$ cat config.mk
export PLATFORM = sky130hd
export DESIGN_NAME = sobel_window_fetch_flat
export DESIGN_NICKNAME = d
export VERILOG_FILES = /design/src/rtl/sobel_window_fetch_if.sv /design/src/rtl/sobel_window_fetch.sv /design/src/flat_wrapper.sv
export SDC_FILE = /design/constraint.sdc
export NUM_CORES = 1
export LEC_CHECK = 0
export CAP_MARGIN = 20
export CORE_AREA = 2 2 128 130
export DETAILED_ROUTE_END_ITERATION = 7
export DIE_AREA = 0 0 130 132
export HOLD_SLACK_MARGIN = 0.08
export PLACE_DENSITY = 0.86
export SLEW_MARGIN = 5
export SYNTH_ARGS = -nofsm -noshare
export SYNTH_HDL_FRONTEND = slang
export SYNTH_SLANG_ARGS = --single-unit
$ cat constraint.sdc
create_clock -name clk -period 2.4 [get_ports clk]
set_input_delay 0.36 -clock clk [delete_from_list [all_inputs] [get_ports clk]]
set_output_delay 0.36 -clock clk [all_outputs]
set_load 0.01 [all_outputs]
$ cat src/rtl/sobel_window_fetch_if.sv
// Pixel-stream, dual-port RAM and window-output signals of the Sobel window fetcher.
// The master modport is the fetch controller; the slave modport is its environment.
interface sobel_window_fetch_if #(
  parameter int DATA_WIDTH = 8,
  parameter int ADDR_WIDTH = 12
);
  logic                    s_valid;
  logic                    s_ready;
  logic [DATA_WIDTH-1:0]   s_data;

  logic [ADDR_WIDTH-1:0]   addr0;
  logic                    ce0;
  logic                    we0;
  logic [DATA_WIDTH-1:0]   d0;
  logic [DATA_WIDTH-1:0]   q0;

  logic [ADDR_WIDTH-1:0]   addr1;
  logic                    ce1;
  logic                    we1;
  logic [DATA_WIDTH-1:0]   d1;
  logic [DATA_WIDTH-1:0]   q1;

  logic                    w_valid;
  logic                    w_ready;
  logic [9*DATA_WIDTH-1:0] w_data;
  logic [ADDR_WIDTH-1:0]   w_x;
  logic [ADDR_WIDTH-1:0]   w_y;

  modport master (
    input  s_valid, s_data, q0, q1, w_ready,
    output s_ready, addr0, ce0, we0, d0, addr1, ce1, we1, d1,
           w_valid, w_data, w_x, w_y
  );

  modport slave (
    output s_valid, s_data, q0, q1, w_ready,
    input  s_ready, addr0, ce0, we0, d0, addr1, ce1, we1, d1,
           w_valid, w_data, w_x, w_y
  );
endinterface

$ cat src/rtl/sobel_window_fetch.sv
// Loads one frame into a dual-port RAM, then fetches every interior 3x3
// neighbourhood in raster order and hands it out over valid/ready.
module sobel_window_fetch #(
  parameter int DATA_WIDTH = 8,
  parameter int ADDR_WIDTH = 12,
  parameter int IMG_W      = 64,
  parameter int IMG_H      = 64
) (
  input  logic clk,
  input  logic reset,
  input  logic start,
  output logic busy,
  output logic done,
  sobel_window_fetch_if.master bus
);

  typedef enum logic [2:0] {
    S_IDLE  = 3'd0,
    S_LOAD  = 3'd1,
    S_FETCH = 3'd2,
    S_OUT   = 3'd3,
    S_DONE  = 3'd4
  } state_t;

  localparam logic [ADDR_WIDTH-1:0] LAST_PIX = ADDR_WIDTH'(IMG_W * IMG_H - 1);
  localparam logic [ADDR_WIDTH-1:0] X_LAST   = ADDR_WIDTH'(IMG_W - 2);
  localparam logic [ADDR_WIDTH-1:0] Y_LAST   = ADDR_WIDTH'(IMG_H - 2);

  // Offset of window slot k (k = 3*dy + dx) from the top-left address.
  function automatic logic [ADDR_WIDTH-1:0] slot_off(input int k);
    return ADDR_WIDTH'((k / 3) * IMG_W + (k % 3));
  endfunction

  state_t                  state_reg, state_next;
  logic [ADDR_WIDTH-1:0]   load_cnt_reg;
  logic [ADDR_WIDTH-1:0]   x_reg, y_reg;
  logic [ADDR_WIDTH-1:0]   base_reg;
  logic [2:0]              f_reg;
  logic [ADDR_WIDTH-1:0]   w_x_reg, w_y_reg;
  logic                    w_valid_reg;
  logic                    busy_reg;
  logic                    done_reg;
  logic [9*DATA_WIDTH-1:0] w_data_w;

  logic                    s_fire;
  logic                    w_fire;
  logic                    last_win;
  logic [ADDR_WIDTH-1:0]   off_p0, off_p1;

  assign s_fire   = (state_reg == S_LOAD) && bus.s_valid;
  assign w_fire   = (state_reg == S_OUT) && bus.w_ready;
  assign last_win = (x_reg == X_LAST) && (y_reg == Y_LAST);

  always_ff @(posedge clk) begin
    if (reset) begin
      state_reg <= S_IDLE;
    end else begin
      state_reg <= state_next;
    end
  end

  always_comb begin
    state_next = state_reg;
    case (state_reg)
      S_IDLE:  if (start) state_next = S_LOAD;
      S_LOAD:  if (s_fire && (load_cnt_reg == LAST_PIX)) state_next = S_FETCH;
      S_FETCH: if (f_reg == 3'd5) state_next = S_OUT;
      S_OUT:   if (w_fire) state_next = last_win ? S_DONE : S_FETCH;
      S_DONE:  state_next = S_IDLE;
      default: state_next = S_IDLE;
    endcase
  end

  // Two slots per cycle: port 0 takes the even slot, port 1 the odd one.
  always_comb begin
    off_p0 = '0;
    off_p1 = '0;
    case (f_reg)
      3'd0: begin off_p0 = slot_off(0); off_p1 = slot_off(1); end
      3'd1: begin off_p0 = slot_off(2); off_p1 = slot_off(3); end
      3'd2: begin off_p0 = slot_off(4); off_p1 = slot_off(5); end
      3'd3: begin off_p0 = slot_off(6); off_p1 = slot_off(7); end
      3'd4: begin off_p0 = slot_off(8); off_p1 = '0;          end
      default: begin off_p0 = '0; off_p1 = '0; end
    endcase
  end

  always_comb begin
    bus.s_ready = (state_reg == S_LOAD);
    bus.addr0   = '0;
    bus.ce0     = 1'b0;
    bus.we0     = 1'b0;
    bus.d0      = '0;
    bus.addr1   = '0;
    bus.ce1     = 1'b0;
    bus.we1     = 1'b0;
    bus.d1      = '0;
    case (state_reg)
      S_LOAD: begin
        bus.addr0 = load_cnt_reg;
        if (bus.s_valid) begin
          bus.ce0 = 1'b1;
          bus.we0 = 1'b1;
          bus.d0  = bus.s_data;
        end
      end
      S_FETCH: begin
        if (f_reg <= 3'd4) begin
          bus.ce0   = 1'b1;
          bus.addr0 = base_reg + off_p0;
        end
        if (f_reg <= 3'd3) begin
          bus.ce1   = 1'b1;
          bus.addr1 = base_reg + off_p1;
        end
      end
      default: ;
    endcase
  end

  always_ff @(posedge clk) begin
    if (reset) begin
      load_cnt_reg <= '0;
      x_reg        <= '0;
      y_reg        <= '0;
      base_reg     <= '0;
      f_reg        <= '0;
      w_x_reg      <= '0;
      w_y_reg      <= '0;
      w_valid_reg  <= 1'b0;
      busy_reg     <= 1'b0;
      done_reg     <= 1'b0;
    end else begin
      busy_reg    <= (state_next != S_IDLE);
      done_reg    <= (state_next == S_DONE);
      w_valid_reg <= (state_next == S_OUT);
      case (state_reg)
        S_IDLE: begin
          if (start) begin
            load_cnt_reg <= '0;
            x_reg        <= ADDR_WIDTH'(1);
            y_reg        <= ADDR_WIDTH'(1);
            base_reg     <= '0;
            f_reg        <= '0;
          end
        end
        S_LOAD: begin
          if (s_fire) load_cnt_reg <= load_cnt_reg + ADDR_WIDTH'(1);
        end
        S_FETCH: begin
          f_reg <= (f_reg == 3'd5) ? 3'd0 : f_reg + 3'd1;
          if (f_reg == 3'd5) begin
            w_x_reg <= x_reg;
            w_y_reg <= y_reg;
          end
        end
        S_OUT: begin
          if (w_fire) begin
            f_reg <= '0;
            // Top-left moves one pixel right, or skips the two border columns on wrap.
            if (x_reg == X_LAST) begin
              x_reg    <= ADDR_WIDTH'(1);
              y_reg    <= y_reg + ADDR_WIDTH'(1);
              base_reg <= base_reg + ADDR_WIDTH'(3);
            end else begin
              x_reg    <= x_reg + ADDR_WIDTH'(1);
              base_reg <= base_reg + ADDR_WIDTH'(1);
            end
          end
        end
        default: ;
      endcase
    end
  end

  // Slot gi returns on the cycle after its read was issued in cycle gi/2.
  for (genvar gi = 0; gi < 9; gi++) begin : g_slot
    localparam logic [2:0] CAP_F   = 3'(gi / 2 + 1);
    localparam bit         FROM_Q1 = (gi % 2) == 1;
    logic [DATA_WIDTH-1:0] slot_reg;

    always_ff @(posedge clk) begin
      if (reset) begin
        slot_reg <= '0;
      end else if ((state_reg == S_FETCH) && (f_reg == CAP_F)) begin
        slot_reg <= FROM_Q1 ? bus.q1 : bus.q0;
      end
    end

    assign w_data_w[gi*DATA_WIDTH +: DATA_WIDTH] = slot_reg;
  end

  assign bus.w_valid = w_valid_reg;
  assign bus.w_data  = w_data_w;
  assign bus.w_x     = w_x_reg;
  assign bus.w_y     = w_y_reg;
  assign busy        = busy_reg;
  assign done        = done_reg;

endmodule

$ cat src/flat_wrapper.sv
// flat-port wrapper written by rule: the top's interface ports become plain ports
module sobel_window_fetch_flat 
#(
  parameter int DATA_WIDTH = 8,
  parameter int ADDR_WIDTH = 12,
  parameter int IMG_W      = 64,
  parameter int IMG_H      = 64
)
  (clk, reset, start, busy, done, bus_s_valid, bus_s_data, bus_q0, bus_q1, bus_w_ready, bus_s_ready, bus_addr0, bus_ce0, bus_we0, bus_d0, bus_addr1, bus_ce1, bus_we1, bus_d1, bus_w_valid, bus_w_data, bus_w_x, bus_w_y);
  sobel_window_fetch_if #(.DATA_WIDTH(DATA_WIDTH), .ADDR_WIDTH(ADDR_WIDTH)) bus_i ();
  input  logic clk;
  input  logic reset;
  input  logic start;
  output logic busy;
  output logic done;
  input wire logic [$bits(bus_i.s_valid)-1:0] bus_s_valid;
  input wire logic [$bits(bus_i.s_data)-1:0] bus_s_data;
  input wire logic [$bits(bus_i.q0)-1:0] bus_q0;
  input wire logic [$bits(bus_i.q1)-1:0] bus_q1;
  input wire logic [$bits(bus_i.w_ready)-1:0] bus_w_ready;
  output wire logic [$bits(bus_i.s_ready)-1:0] bus_s_ready;
  output wire logic [$bits(bus_i.addr0)-1:0] bus_addr0;
  output wire logic [$bits(bus_i.ce0)-1:0] bus_ce0;
  output wire logic [$bits(bus_i.we0)-1:0] bus_we0;
  output wire logic [$bits(bus_i.d0)-1:0] bus_d0;
  output wire logic [$bits(bus_i.addr1)-1:0] bus_addr1;
  output wire logic [$bits(bus_i.ce1)-1:0] bus_ce1;
  output wire logic [$bits(bus_i.we1)-1:0] bus_we1;
  output wire logic [$bits(bus_i.d1)-1:0] bus_d1;
  output wire logic [$bits(bus_i.w_valid)-1:0] bus_w_valid;
  output wire logic [$bits(bus_i.w_data)-1:0] bus_w_data;
  output wire logic [$bits(bus_i.w_x)-1:0] bus_w_x;
  output wire logic [$bits(bus_i.w_y)-1:0] bus_w_y;
  assign bus_i.s_valid = bus_s_valid;
  assign bus_i.s_data = bus_s_data;
  assign bus_i.q0 = bus_q0;
  assign bus_i.q1 = bus_q1;
  assign bus_i.w_ready = bus_w_ready;
  assign bus_s_ready = bus_i.s_ready;
  assign bus_addr0 = bus_i.addr0;
  assign bus_ce0 = bus_i.ce0;
  assign bus_we0 = bus_i.we0;
  assign bus_d0 = bus_i.d0;
  assign bus_addr1 = bus_i.addr1;
  assign bus_ce1 = bus_i.ce1;
  assign bus_we1 = bus_i.we1;
  assign bus_d1 = bus_i.d1;
  assign bus_w_valid = bus_i.w_valid;
  assign bus_w_data = bus_i.w_data;
  assign bus_w_x = bus_i.w_x;
  assign bus_w_y = bus_i.w_y;
  sobel_window_fetch #(.DATA_WIDTH(DATA_WIDTH), .ADDR_WIDTH(ADDR_WIDTH), .IMG_W(IMG_W), .IMG_H(IMG_H)) u_core (.clk(clk), .reset(reset), .start(start), .busy(busy), .done(done), .bus(bus_i));
endmodule
==> summary.md <==
• 2 — WP buf/inv
• 153 — sinks on the clock net
• 6755 — via count of the first global-routing pass
• 17160 sq um — total die area
• 153 — flops & latches, synth
• u_core.x_reg[0]$_SDFFE_PP0P_ — FF-to-FF Start
• yes — clock tree from TritonCTS
• 0 — ANT nets after route
• 7024 sq um — area of the mapped netlist
• 14.28 mm — HPWL after detailed placement
• 7.955 sq um — average instance area after synthesis
• negative setup slack — violated checks
• 0 — number of remaining DRC errors
• 0.47 ns — worst stage delay on the critical path
• 1275 — number of placed instances with taps included
• 7066 — total vias in the final route
• 17 — number of buffers added by the clock tree synthesis step
• yes — RSZ-0062 raised after global routing
• 0.009256 ns — worst-case clock skew
• 21.30 mm — sum of routed wire length over all layers
• 130 um — width of the die
• 542.5 nW/um^2 — power density cells
• sky130_fd_sc_hd__dfxtp_1 (44%), sky130_fd_sc_hd__nand2_1 (12%), sky130_fd_sc_hd__a21oi_1 (8.3%) — leading cell types by total area after synthesis
• 1.195 — share of the cycle needed by the critical path after routing
• 4 — maximum level of the CTS H-tree
• 0 — Ys Warns
• 132 um — vertical extent of the die
• 5 — largest fanout of any net on the critical path
• 1141 — post-layout net count
• 487 — starting DRC count in detailed routing
• 0.4361 — share of the synthesized area in the top cell type
• 10 — cells on worst reg2reg path
• complete, but fails checks — status
• 72 — flip-flop count of the largest register, all copies and words added
• 2 — cell depth of the worst min-delay path
• buf_6, xnor2_4, nor2_4, fa_2, a21oi_4, o21ai_2, or4b_1, nand3_1, buf_2 — critical path cell sequence
• u_core.base_reg[9]$_SDFFE_PP0P_ — Reg2Reg Capture Point
• 0.8930 — routability congestion estimate
• 348.5 MHz — maximum frequency from static timing analysis
• 3075 sq um — register cell area after layout
• 3.759 nW — Lkg Pwr
• 22 — # setup viols final
• 10120 sq um — post-route cell area
• 0.1807 — fraction of final layout cells sized beyond drive strength 1
• sky130_fd_sc_hd__nand2_1 (226), sky130_fd_sc_hd__dfxtp_1 (149), sky130_fd_sc_hd__clkdlybuf4s50_1 (128) — highest-count cells in the layout ignoring fill and taps
• 44.10% — Synth-to-Final Area Change
• 0.22 ns — reg2reg setup slack
• 0.4361 — proportion of synthesized chip area in sequential cells
• 0 — Max-Cap Viols
• 52 — number of different library cells in the post-synthesis netlist
• 74 — pin count of the biggest net entering global routing
• 2.51 ns — arrival time of the worst setup path
• sky130_fd_sc_hd__clkbuf_16 — CTS root buffer
• 1323 — number of cells in the finished layout apart from fillers
• 0 — Hold Violations, Final
• 16.10 um — detail-routed net length per standard cell
• 0.4770 — headroom to the max-slew limit
• 0.6442 — post-route core utilization
• -0.4691 ns — least setup slack across all paths after layout
• 0.7845 ns — pin slew with the least headroom to its limit
• simple AND/OR/NAND/NOR gates — Worst path top cell family by delay
• 32.90 mm — global-route wire length before repair
• 2 — buffer levels on the longest clock path
• 9240 sq um — placed instance area
• 0 — initial antenna violation count
• reset — beginning of the worst hold path
• 0 — diode insertion count for antenna repair
• 5.341 — Via density
• 0 — Final Max Slew Viols
• 0.005491 W — Overall Power
• 3852 sq um — area of combinational cells with multiple inputs
• 0.4856 mV — Peak supply drop
• 1272 — fill cell count
• 6 — TritonRoute pass-1 iters
• 46 — Cell Rows
• 163 — I/O Buffers
• 0.4470 — Starting Density
• 2.04 ns — Critical Path RT
• 2.869 ns — Final Critical Period
• 0 — Congestion Overflow GR
• sky130_fd_sc_hd__or4b_1 — slowest stage cell on the critical path
• u_core.x_reg[0]$_SDFFE_PP0P_ — Min-Delay Endpoint
• 173 — count of pins on the block boundary
• sky130_fd_sc_hd__dfxtp_1 — library cell occupying the most area in the post-synthesis netlist
• 0.43 ns — insertion delay to the later sink of the worst-skew pair
• sky130_fd_sc_hd__nand2_1 — leading cell type in the layout, fill and taps excluded
• 15710 sq um — core region area
• input pin to register — worst min path class
• 883 — post-synthesis cell count
• register — Startpoint Class
• register to primary output — category of the most critical setup path
• primary output — element type at the critical path end
• 0.06 ns — clock edge transition at the registers on the reported setup and hold paths
• 0.2402 — aggregate global-route resource usage
• -0.5330 ns — minimum setup slack after placement
==> final cells by class <==
| type | instances | share of cell area |
|---|---|---|
| clock buffer | 17 | 0.04203 |
| multi-input combinational | 659 | 0.3806 |
| timing repair buffer | 251 | 0.2266 |
| tap | 216 | 0.02670 |
| clock inverter | 15 | 0.01582 |
| sequential | 153 | 0.3038 |
| inverter | 12 | 0.004450 |
==> how the worst max path moves through the flow <==
stage,cells after the start,from,endpoint
floorplan,8,u_core.f_reg[1]$_SDFFE_PP0P_,bus_addr0[10]
global placement,9,u_core.f_reg[2]$_SDFFE_PP0P_,bus_addr0[10]
detailed placement,9,u_core.f_reg[2]$_SDFFE_PP0P_,bus_addr0[10]
CTS,8,u_core.f_reg[1]$_SDFFE_PP0P_,bus_addr0[10]
global route,10,u_core.f_reg[0]$_SDFFE_PP0P_,bus_addr0[10]
finish,9,u_core.f_reg[0]$_SDFFE_PP0P_,bus_addr0[10]
==> report_power, final <==
| part | leakage, nW | internal [W] | switching, W | total, W |
|---|---|---|---|---|
| registers | 1.24 | 0.00254 | 0.00000879 | 0.00255 |
| clock network | 0.285 | 0.00147 | 0.00118 | 0.00265 |
| logic | 2.24 | 0.000131 | 0.000157 | 0.000288 |
==> timing repair <==
action | in CTS | in global routing
setup buffers | 10 | 6
resized for setup | 131 | 42
pin swaps | 29 | 31
endpoints found under the hold margin | 0 | 0
cloned | 1 | 0
hold buffers | 0 | 0
setup endpoints to repair | 35 | 34
==> per-stage QoR <==
step	TNS, ns	hold slack [ns]
2_1_floorplan	-0.005170	0.4524
3_3_place_gp	-5.756	0.4411
3_5_place_dp	-7.168	0.4456
4_1_cts	-6.665	0.3584
5_1_grt	-8.387	0.3846
6_report	-6.757	0.3667
==> cell families (layout without fill, tap and decap cells) <==
| kind of cell | after synthesis | after routing | share of synthesized area |
|---|---|---|---|
| other cells | 1 | 9 | 0.0005339 |
| flops | 153 | 153 | 0.4361 |
| xor+xnor | 58 | 58 | 0.07232 |
| fa+ha+maj | 18 | 18 | 0.03527 |
| buf+inv | 79 | 295 | 0.05326 |
| compound gates | 171 | 171 | 0.1413 |
| mux | 1 | 1 | 0.001425 |
| simple gates | 402 | 402 | 0.2599 |
==> layer usage <==
metal,global-route usage,up-vias,part of all wire
li1,-,3375,-
met1,0.2891,3384,0.41
met2,0.4194,269,0.51
met3,0.05641,38,0.067
met4,0.07646,0,0.019
met5,0,-,0
==> synthesized netlist by cell type, drive strengths merged <==
cell type / instances
ha: 15
o21ai: 23
a2111oi: 2
a21boi: 3
and2: 8
nand2: 228
nand4: 15
or3: 8
a311oi: 2
buf: 36
and4b: 1
a211oi: 4
o211ai: 6
and3: 14
nor2b: 1
o22ai: 1
nand2b: 5
xnor2: 22
or2: 2
inv: 12
dfxtp: 153
fa: 3
nor3b: 4
and4: 6
or4b: 1
a21o: 2
a21oi: 117
or3b: 2
mux2i: 1
nand3: 21
o2bb2ai: 1
clkbuf: 31
a31oi: 3
a22o: 2
nor4bb: 1
nor2: 67
nor3: 11
o2111ai: 5
nor4b: 3
xor2: 36
conb: 1
nor4: 4
No activity file was read; power rests on OpenSTA's default activity.
